==> config.mk <==
export PLATFORM = sky130hd
export DESIGN_NAME = sr04_multi
export DESIGN_NICKNAME = d
export VERILOG_FILES = /design/src/rtl/sr04_multi.sv
export SDC_FILE = /design/constraint.sdc
export NUM_CORES = 1
export LEC_CHECK = 0
export CORE_ASPECT_RATIO = 1.5
export CORE_UTILIZATION = 25
export DETAILED_ROUTE_END_ITERATION = 8
export GPL_TIMING_DRIVEN = 0
export PLACE_DENSITY_LB_ADDON = 0.12
export SKIP_LAST_GASP = 1
export SLEW_MARGIN = 40
export SYNTH_ARGS = -nofsm -noshare
export SYNTH_HDL_FRONTEND = slang
export SYNTH_SLANG_ARGS = --single-unit
==> constraint.sdc <==
create_clock -name clk -period 2.4 [get_ports clk]
set_input_delay 0.24 -clock clk [delete_from_list [all_inputs] [get_ports clk]]
set_output_delay 0.24 -clock clk [all_outputs]
set_load 0.01 [all_outputs]
==> src/rtl/sr04_multi.sv <==
// -----------------------------------------------------------------------------
// sr04_multi -- multi-channel HC-SR04 ultrasonic ranging controller
//
// Fires CHANNELS sensors in round-robin order. For each channel it drives a
// trigger pulse, waits for the echo to rise, times the echo width in
// microseconds, waits a quiet holdoff and then moves to the next channel.
// Every measurement produces one result record: channel, value and a timeout
// flag.
//
// Optional feature macro: SR04_CM_EN
//   When this macro is defined, result_value is reported in centimetres
//   (floor(us / CM_DIV_US)). When it is undefined, result_value is reported in
//   microseconds and the centimetre logic is not built.
//
// Ports
//   clk                 in   system clock
//   reset               in   asynchronous active-high reset
//   en                  in   1 = run continuous round-robin ranging
//   sensor_trigger_out  out  [CHANNELS] per-sensor trigger, active high
//   sensor_echo_in      in   [CHANNELS] per-sensor echo, asynchronous
//   result_valid        out  one-cycle strobe, result fields valid
//   result_chan         out  [CH_W] channel of this result
//   result_value        out  [WIDTH] echo width (us, or cm with SR04_CM_EN)
//   result_timeout      out  1 = no echo rise, or echo too long
//   busy                out  1 = controller not idle
// -----------------------------------------------------------------------------
module sr04_multi #(
  parameter int CHANNELS        = 4,
  parameter int CLK_FREQ_HZ     = 16000000,
  parameter int TRIG_US         = 10,
  parameter int ECHO_TIMEOUT_US = 30000,
  parameter int HOLDOFF_US      = 60000,
  parameter int WIDTH           = 16,
  parameter int CM_DIV_US       = 58,
  localparam int CH_W = (CHANNELS > 1) ? $clog2(CHANNELS) : 1
) (
  input  logic                clk,
  input  logic                reset,
  input  logic                en,
  output logic [CHANNELS-1:0] sensor_trigger_out,
  input  logic [CHANNELS-1:0] sensor_echo_in,
  output logic                result_valid,
  output logic [CH_W-1:0]     result_chan,
  output logic [WIDTH-1:0]    result_value,
  output logic                result_timeout,
  output logic                busy
);

  // ---------------------------------------------------------------------------
  // Derived constants
  // ---------------------------------------------------------------------------
  localparam int US_DIV_RAW = CLK_FREQ_HZ / 1000000;
  localparam int US_DIV     = (US_DIV_RAW < 1) ? 1 : US_DIV_RAW;
  localparam int PW         = (US_DIV > 1) ? $clog2(US_DIV) : 1;

  localparam int CNT_MAX_A  = (TRIG_US > ECHO_TIMEOUT_US) ? TRIG_US : ECHO_TIMEOUT_US;
  localparam int CNT_MAX    = (CNT_MAX_A > HOLDOFF_US) ? CNT_MAX_A : HOLDOFF_US;
  localparam int CNT_W      = $clog2(CNT_MAX + 1);

  localparam logic [PW-1:0]    PRESC_LAST = PW'(US_DIV - 1);
  localparam logic [CNT_W-1:0] TRIG_LAST  = CNT_W'(TRIG_US - 1);
  localparam logic [CNT_W-1:0] ECHO_LAST  = CNT_W'(ECHO_TIMEOUT_US - 1);
  localparam logic [CNT_W-1:0] HOLD_LAST  = CNT_W'(HOLDOFF_US - 1);
  localparam logic [CNT_W-1:0] CNT_SAT    = CNT_W'(CNT_MAX);
  localparam logic [CH_W-1:0]  PTR_LAST   = CH_W'(CHANNELS - 1);

  // The echo edge is seen one cycle before MEASURE is entered. That cycle is
  // already part of the echo, so the first microsecond of MEASURE is started
  // one cycle early. With a 1-cycle microsecond the detection cycle is itself
  // a full microsecond, so the count starts at one instead.
  localparam logic [PW-1:0]    PRESC_MEAS_START = PW'((US_DIV > 1) ? 1 : 0);
  localparam logic [CNT_W-1:0] CNT_MEAS_START   = CNT_W'((US_DIV > 1) ? 0 : 1);

  typedef enum logic [2:0] {
    S_IDLE      = 3'd0,
    S_TRIG      = 3'd1,
    S_WAIT_RISE = 3'd2,
    S_MEASURE   = 3'd3,
    S_HOLDOFF   = 3'd4
  } state_t;

  state_t              state_q, state_d;
  logic [PW-1:0]       presc_q, presc_d;
  logic [CNT_W-1:0]    cnt_q, cnt_d;
  logic [CH_W-1:0]     ptr_q, ptr_d;
  logic                echo_prev_q;
  logic                result_valid_q, result_valid_d;
  logic [CH_W-1:0]     result_chan_q, result_chan_d;
  logic [WIDTH-1:0]    result_value_q, result_value_d;
  logic                result_timeout_q, result_timeout_d;

  logic [CHANNELS-1:0] echo_sync;
  logic                echo_sel;
  logic                tick;
  logic                entering;
  logic                trig_active;
  logic                rep_valid;
  logic                rep_timeout;
  logic [WIDTH-1:0]    rep_value;
  logic [WIDTH-1:0]    meas_value;

  // ---------------------------------------------------------------------------
  // Echo synchronisers, one 2-flop chain per channel
  // ---------------------------------------------------------------------------
  genvar gi;
  generate
    for (gi = 0; gi < CHANNELS; gi++) begin : g_echo_sync
      logic meta_q;
      logic sync_q;
      always_ff @(posedge clk or posedge reset) begin
        if (reset) begin
          meta_q <= 1'b0;
          sync_q <= 1'b0;
        end else begin
          meta_q <= sensor_echo_in[gi];
          sync_q <= meta_q;
        end
      end
      assign echo_sync[gi] = sync_q;
    end
  endgenerate

  assign echo_sel = echo_sync[ptr_q];
  assign tick     = (presc_q == PRESC_LAST);
  assign entering = (state_d != state_q);

  // ---------------------------------------------------------------------------
  // Centimetre conversion (optional)
  // ---------------------------------------------------------------------------
`ifdef SR04_CM_EN
  localparam int CMW = (CM_DIV_US > 1) ? $clog2(CM_DIV_US) : 1;
  localparam logic [CMW-1:0]   CM_LAST           = CMW'(CM_DIV_US - 1);
  localparam logic [CMW-1:0]   CM_PRESC_START    = CMW'((US_DIV > 1 || CM_DIV_US == 1) ? 0 : 1);
  localparam logic [WIDTH-1:0] CM_CNT_START      = WIDTH'((US_DIV == 1 && CM_DIV_US == 1) ? 1 : 0);
  localparam logic [WIDTH-1:0] TIMEOUT_VALUE     = WIDTH'(ECHO_TIMEOUT_US / CM_DIV_US);

  logic [CMW-1:0]   cm_presc_q, cm_presc_d;
  logic [WIDTH-1:0] cm_cnt_q, cm_cnt_d;

  // Second prescaler: divides microsecond ticks down to centimetres.
  always_comb begin
    cm_presc_d = cm_presc_q;
    cm_cnt_d   = cm_cnt_q;
    if (entering && state_d == S_MEASURE) begin
      cm_presc_d = CM_PRESC_START;
      cm_cnt_d   = CM_CNT_START;
    end else if (state_q == S_MEASURE && tick) begin
      if (cm_presc_q == CM_LAST) begin
        cm_presc_d = '0;
        if (cm_cnt_q != '1) cm_cnt_d = cm_cnt_q + 1'b1;
      end else begin
        cm_presc_d = cm_presc_q + 1'b1;
      end
    end
  end

  always_ff @(posedge clk or posedge reset) begin
    if (reset) begin
      cm_presc_q <= '0;
      cm_cnt_q   <= '0;
    end else begin
      cm_presc_q <= cm_presc_d;
      cm_cnt_q   <= cm_cnt_d;
    end
  end

  assign meas_value = cm_cnt_q;
`else
  localparam logic [WIDTH-1:0] TIMEOUT_VALUE = WIDTH'(ECHO_TIMEOUT_US);
  assign meas_value = WIDTH'(cnt_q);
`endif

  // ---------------------------------------------------------------------------
  // FSM: state register
  // ---------------------------------------------------------------------------
  always_ff @(posedge clk or posedge reset) begin
    if (reset) state_q <= S_IDLE;
    else       state_q <= state_d;
  end

  // ---------------------------------------------------------------------------
  // FSM: next state and result reporting
  // ---------------------------------------------------------------------------
  always_comb begin
    state_d     = state_q;
    rep_valid   = 1'b0;
    rep_timeout = 1'b0;
    rep_value   = '0;
    case (state_q)
      S_IDLE: begin
        if (en) state_d = S_TRIG;
      end
      S_TRIG: begin
        if (tick && cnt_q == TRIG_LAST) state_d = S_WAIT_RISE;
      end
      S_WAIT_RISE: begin
        // Only a genuine low-to-high transition counts; a level that was
        // already high when this state was entered is ignored.
        if (echo_sel && !echo_prev_q) begin
          state_d = S_MEASURE;
        end else if (tick && cnt_q == ECHO_LAST) begin
          state_d     = S_HOLDOFF;
          rep_valid   = 1'b1;
          rep_timeout = 1'b1;
        end
      end
      S_MEASURE: begin
        if (!echo_sel) begin
          state_d   = S_HOLDOFF;
          rep_valid = 1'b1;
          rep_value = meas_value;
        end else if (tick && cnt_q == ECHO_LAST) begin
          state_d     = S_HOLDOFF;
          rep_valid   = 1'b1;
          rep_timeout = 1'b1;
          rep_value   = TIMEOUT_VALUE;
        end
      end
      S_HOLDOFF: begin
        if (tick && cnt_q == HOLD_LAST) state_d = en ? S_TRIG : S_IDLE;
      end
      default: state_d = S_IDLE;
    endcase
  end

  // ---------------------------------------------------------------------------
  // FSM: outputs
  // ---------------------------------------------------------------------------
  always_comb begin
    trig_active = (state_q == S_TRIG);
    busy        = (state_q != S_IDLE);
  end

  generate
    for (gi = 0; gi < CHANNELS; gi++) begin : g_trig
      assign sensor_trigger_out[gi] = trig_active && (ptr_q == CH_W'(gi));
    end
  endgenerate

  // ---------------------------------------------------------------------------
  // Datapath: prescaler, tick counter, channel pointer, result registers
  // ---------------------------------------------------------------------------
  always_comb begin
    // Prescaler and tick counter restart whenever a new state is entered.
    if (entering) begin
      presc_d = (state_d == S_MEASURE) ? PRESC_MEAS_START : '0;
      cnt_d   = (state_d == S_MEASURE) ? CNT_MEAS_START : '0;
    end else begin
      presc_d = tick ? '0 : presc_q + 1'b1;
      cnt_d   = (tick && cnt_q != CNT_SAT) ? cnt_q + 1'b1 : cnt_q;
    end

    ptr_d = ptr_q;
    if (state_q == S_HOLDOFF && entering) begin
      ptr_d = (ptr_q == PTR_LAST) ? '0 : ptr_q + 1'b1;
    end

    result_valid_d   = rep_valid;
    result_chan_d    = result_chan_q;
    result_value_d   = result_value_q;
    result_timeout_d = result_timeout_q;
    if (rep_valid) begin
      result_chan_d    = ptr_q;
      result_value_d   = rep_value;
      result_timeout_d = rep_timeout;
    end
  end

  always_ff @(posedge clk or posedge reset) begin
    if (reset) begin
      presc_q          <= '0;
      cnt_q            <= '0;
      ptr_q            <= '0;
      echo_prev_q      <= 1'b0;
      result_valid_q   <= 1'b0;
      result_chan_q    <= '0;
      result_value_q   <= '0;
      result_timeout_q <= 1'b0;
    end else begin
      presc_q          <= presc_d;
      cnt_q            <= cnt_d;
      ptr_q            <= ptr_d;
      echo_prev_q      <= echo_sel;
      result_valid_q   <= result_valid_d;
      result_chan_q    <= result_chan_d;
      result_value_q   <= result_value_d;
      result_timeout_q <= result_timeout_d;
    end
  end

  assign result_valid   = result_valid_q;
  assign result_chan    = result_chan_q;
  assign result_value   = result_value_q;
  assign result_timeout = result_timeout_q;

endmodule

==> key figures <==
Clock tree
  • Max Buffers Root-to-Sink: 2
  • Worst-path clk slew: 70 ps
  • Clk sink count: 54
  • Cts hold-fix bufs: 0
  • Root buffer cell: clkbuf_16
  • TritonCTS clock tree: yes
  • Worst skew pair latency: 290 ps
  • CTS Buf Count: 5
  • # H-tree levels: 2

Finish
  • Share of cells above drive strength 1: 14.2%
  • Ant. Diodes: 0
  • Synthesis-to-layout area growth: 29.6%
  • Final #Nets: 296

Worst hold path
  • Hold Path Class: primary input to asynchronous set/reset pin

Worst setup path
  • CP endpoint kind: register
  • Crit path DAT: 2450 ps
  • Reg2Reg Setup Slack: 120 ps
  • Crit Path Class: register to register
  • Endpoint required time on the critical path: 2570 ps
  • CP Launch Type: register
  • Max FO, Critical Path: 10

Pwr
  • Power per standard cell area: 583 nW/um2
  • VDD IR-drop max: 0.313 mV
  • P_leak: 1.37 nW

Outcome
  • Status: finished, violations left
  • Failing checks: design-rule violations

Synthesis
  • Synth top area cells: dfrtp_1 52%, nor3_1 4.7%, xnor2_1 4.1%
  • Top-count cell post-synth: dfrtp_1
  • Syn Nets: 252
  • Post-synth top cells: 54 x dfrtp_1, 24 x nor3_1, 14 x inv_1
  • Synth Area per Inst: 10.9 um2
  • Post-synthesis sequential area ratio: 52.4%
  • Post-synthesis cell count: 237
  • Synth async-reset ratio: 100%
  • Synth top area share: 52.4%
  • Predominant post-synthesis flop cell: dfrtp_1
  • Synth Cell Area: 2580 um2
  • Synth area leader: dfrtp_1
  • Count of state elements after synthesis: 54
  • Netlist cell types: 47
  • EDFF count, synth: 0
  • Ys Warns: 0

Detailed routing
  • Detailed Routing Iterations Pass 1: 6
  • Routed length per instance: 16.2 um
  • Iter 0 DRT Violations: 71
  • Vias/cell: 4.83
  • ANT nets after route: 0
  • Vias: 1928
  • Routed WL: 6480 um
  • Residual DRC: 2

Die
  • Starting Density: 25.6%
  • Num ports: 32
  • CORE AREA: 10100 um2
  • Die X-Extent: 84.9 um
  • Rows: 45
  • Die height: 126 um
  • Die area: 10700 um2

GRT
  • Gr usage total: 13.2%
  • Pin count of the biggest net entering global routing: 30
  • Antenna violations before repair: 0
  • First-pass GRT wire length: 10700 um
  • GRT overflow: 0
  • Vias in the first global route: 2045

STA
  • Slew @ Worst Pin: 522 ps
  • Worst slew margin: 64.9%
  • Setup ws final: 116 ps
  • Final setup violation count: 0
  • Total negative setup slack: 0 ps
  • Post-route minimum period: 2280 ps
  • Final hold vios: 0
  • RSZ-0062 raised after global routing: yes
  • Final Cycle Share: 95.2%
  • Pins Over Slew Limit: 0
  • Worst Clk Skew: 7.24 ps
  • Max Clock Freq: 438 MHz

Placement
  • Dpl ws: -365 ps
  • IO Port Bufs: 31
  • Dpl hpwl: 4690 um
  • GPL Wtd Cong: 0.782

Job
  • Max cap viols: 0
registers in the layout, indices dropped and copies added (netlist names):
| signal | flops |
|---|---|
| g_echo_sync.meta_q | 4 |
| cnt_q | 16 |
| g_echo_sync.sync_q | 4 |
| result_chan | 2 |
| state_q | 3 |
| presc_q | 4 |
| ptr_q | 2 |
| result_timeout | 1 |
| echo_prev_q | 1 |
| result_value | 16 |
| result_valid | 1 |
worst max-delay path, stage by stage, from the launching register on:
cell	delay [ps]
dfrtp_1	450
or4_1	610
nor4_4	200
a21oi_2	160
o21ai_4	330
buf_2	300
nor3_1	90
cell type report:
type	instances	area, um2
fillers	1032	6740
flip-flops and latches	54	1350
multi-input cells	159	1210
repair buffers	37	368
well taps	117	146
clock buffers	7	143
plain buffers	10	62.6
inverters	14	55.1
clock inverters	1	5.00
final timing paths:
path                                  startpoint                    end  cells after the start
max in group asynchronous                  reset               cnt_q[0]                      3
min in group clk           g_echo_sync[2].meta_q  g_echo_sync[2].sync_q                      0
max reg2reg                             cnt_q[6]               cnt_q[2]                      6
min reg2reg                g_echo_sync[2].meta_q  g_echo_sync[2].sync_q                      0
max                                     cnt_q[6]               cnt_q[2]                      6
min                                        reset  g_echo_sync[0].meta_q                      2
through the flow:
| step | hold slack (ps) | cells | cell area (um2) | total power, mW | utilization [%] |
|---|---|---|---|---|---|
| after global routing | 339 | 399 | 3340 | 2.04 | 33.1 |
| after global placement | 335 | 385 | 3030 | 1.20 | 30.1 |
| after CTS | 299 | 395 | 3260 | 1.96 | 32.4 |
| after detailed placement | 336 | 386 | 3060 | 1.21 | 30.3 |
| final | 292 | 399 | 3340 | 1.95 | 33.1 |
| after floorplan | 271 | 237 | 2580 | 1.14 | - |
logic make-up after synthesis:
| family | share of synthesized area [%] |
|---|---|
| muxes | 2.91 |
| DFF | 52.4 |
| buffers and inverters | 4.22 |
| and+or+nand+nor | 18.8 |
| AOI/OAI and AO/OA | 12.3 |
| adders and majority gates | 3.88 |
| xor gates and xnor gates | 5.44 |
routing by layer:
metal  GRT usage [%]  part of all wire, %
met5               0                    0
met4            5.48                  1.9
met3            2.21                  2.0
met2            24.4                   55
met1            14.8                   41
timing repair:
| action | CTS | global route |
|---|---|---|
| resized for setup | 9 | 11 |
| pin swaps | 1 | 1 |
| endpoints found under the setup margin | 44 | 37 |
| buffers inserted | 1 | 4 |
layout by cell type (no fill, tap or decap), types with 3 or more instances in the layout:
cell type,n
a22o_1,9
and3_1,3
nand2_1,6
clkbuf_16,5
mux2i_1,3
xnor2_1,12
xor2_1,4
inv_1,13
buf_4,5
nand2b_1,4
clkdlybuf4s50_1,31
a221o_1,7
ha_1,8
nand3_1,9
and2_1,6
nor3_1,22
nor2_1,12
nor2b_1,4
or3_1,3
clkbuf_1,5
dfrtp_1,53
o21ai_0,7
power by group:
part | switching, mW | total [mW] | internal [mW]
Sequential | 0.0477 | 1.01 | 0.958
Clock | 0.327 | 0.742 | 0.415
Combinational | 0.106 | 0.200 | 0.0941
Total | 0.481 | 1.95 | 1.47
No activity file was read; power rests on OpenSTA's default activity.
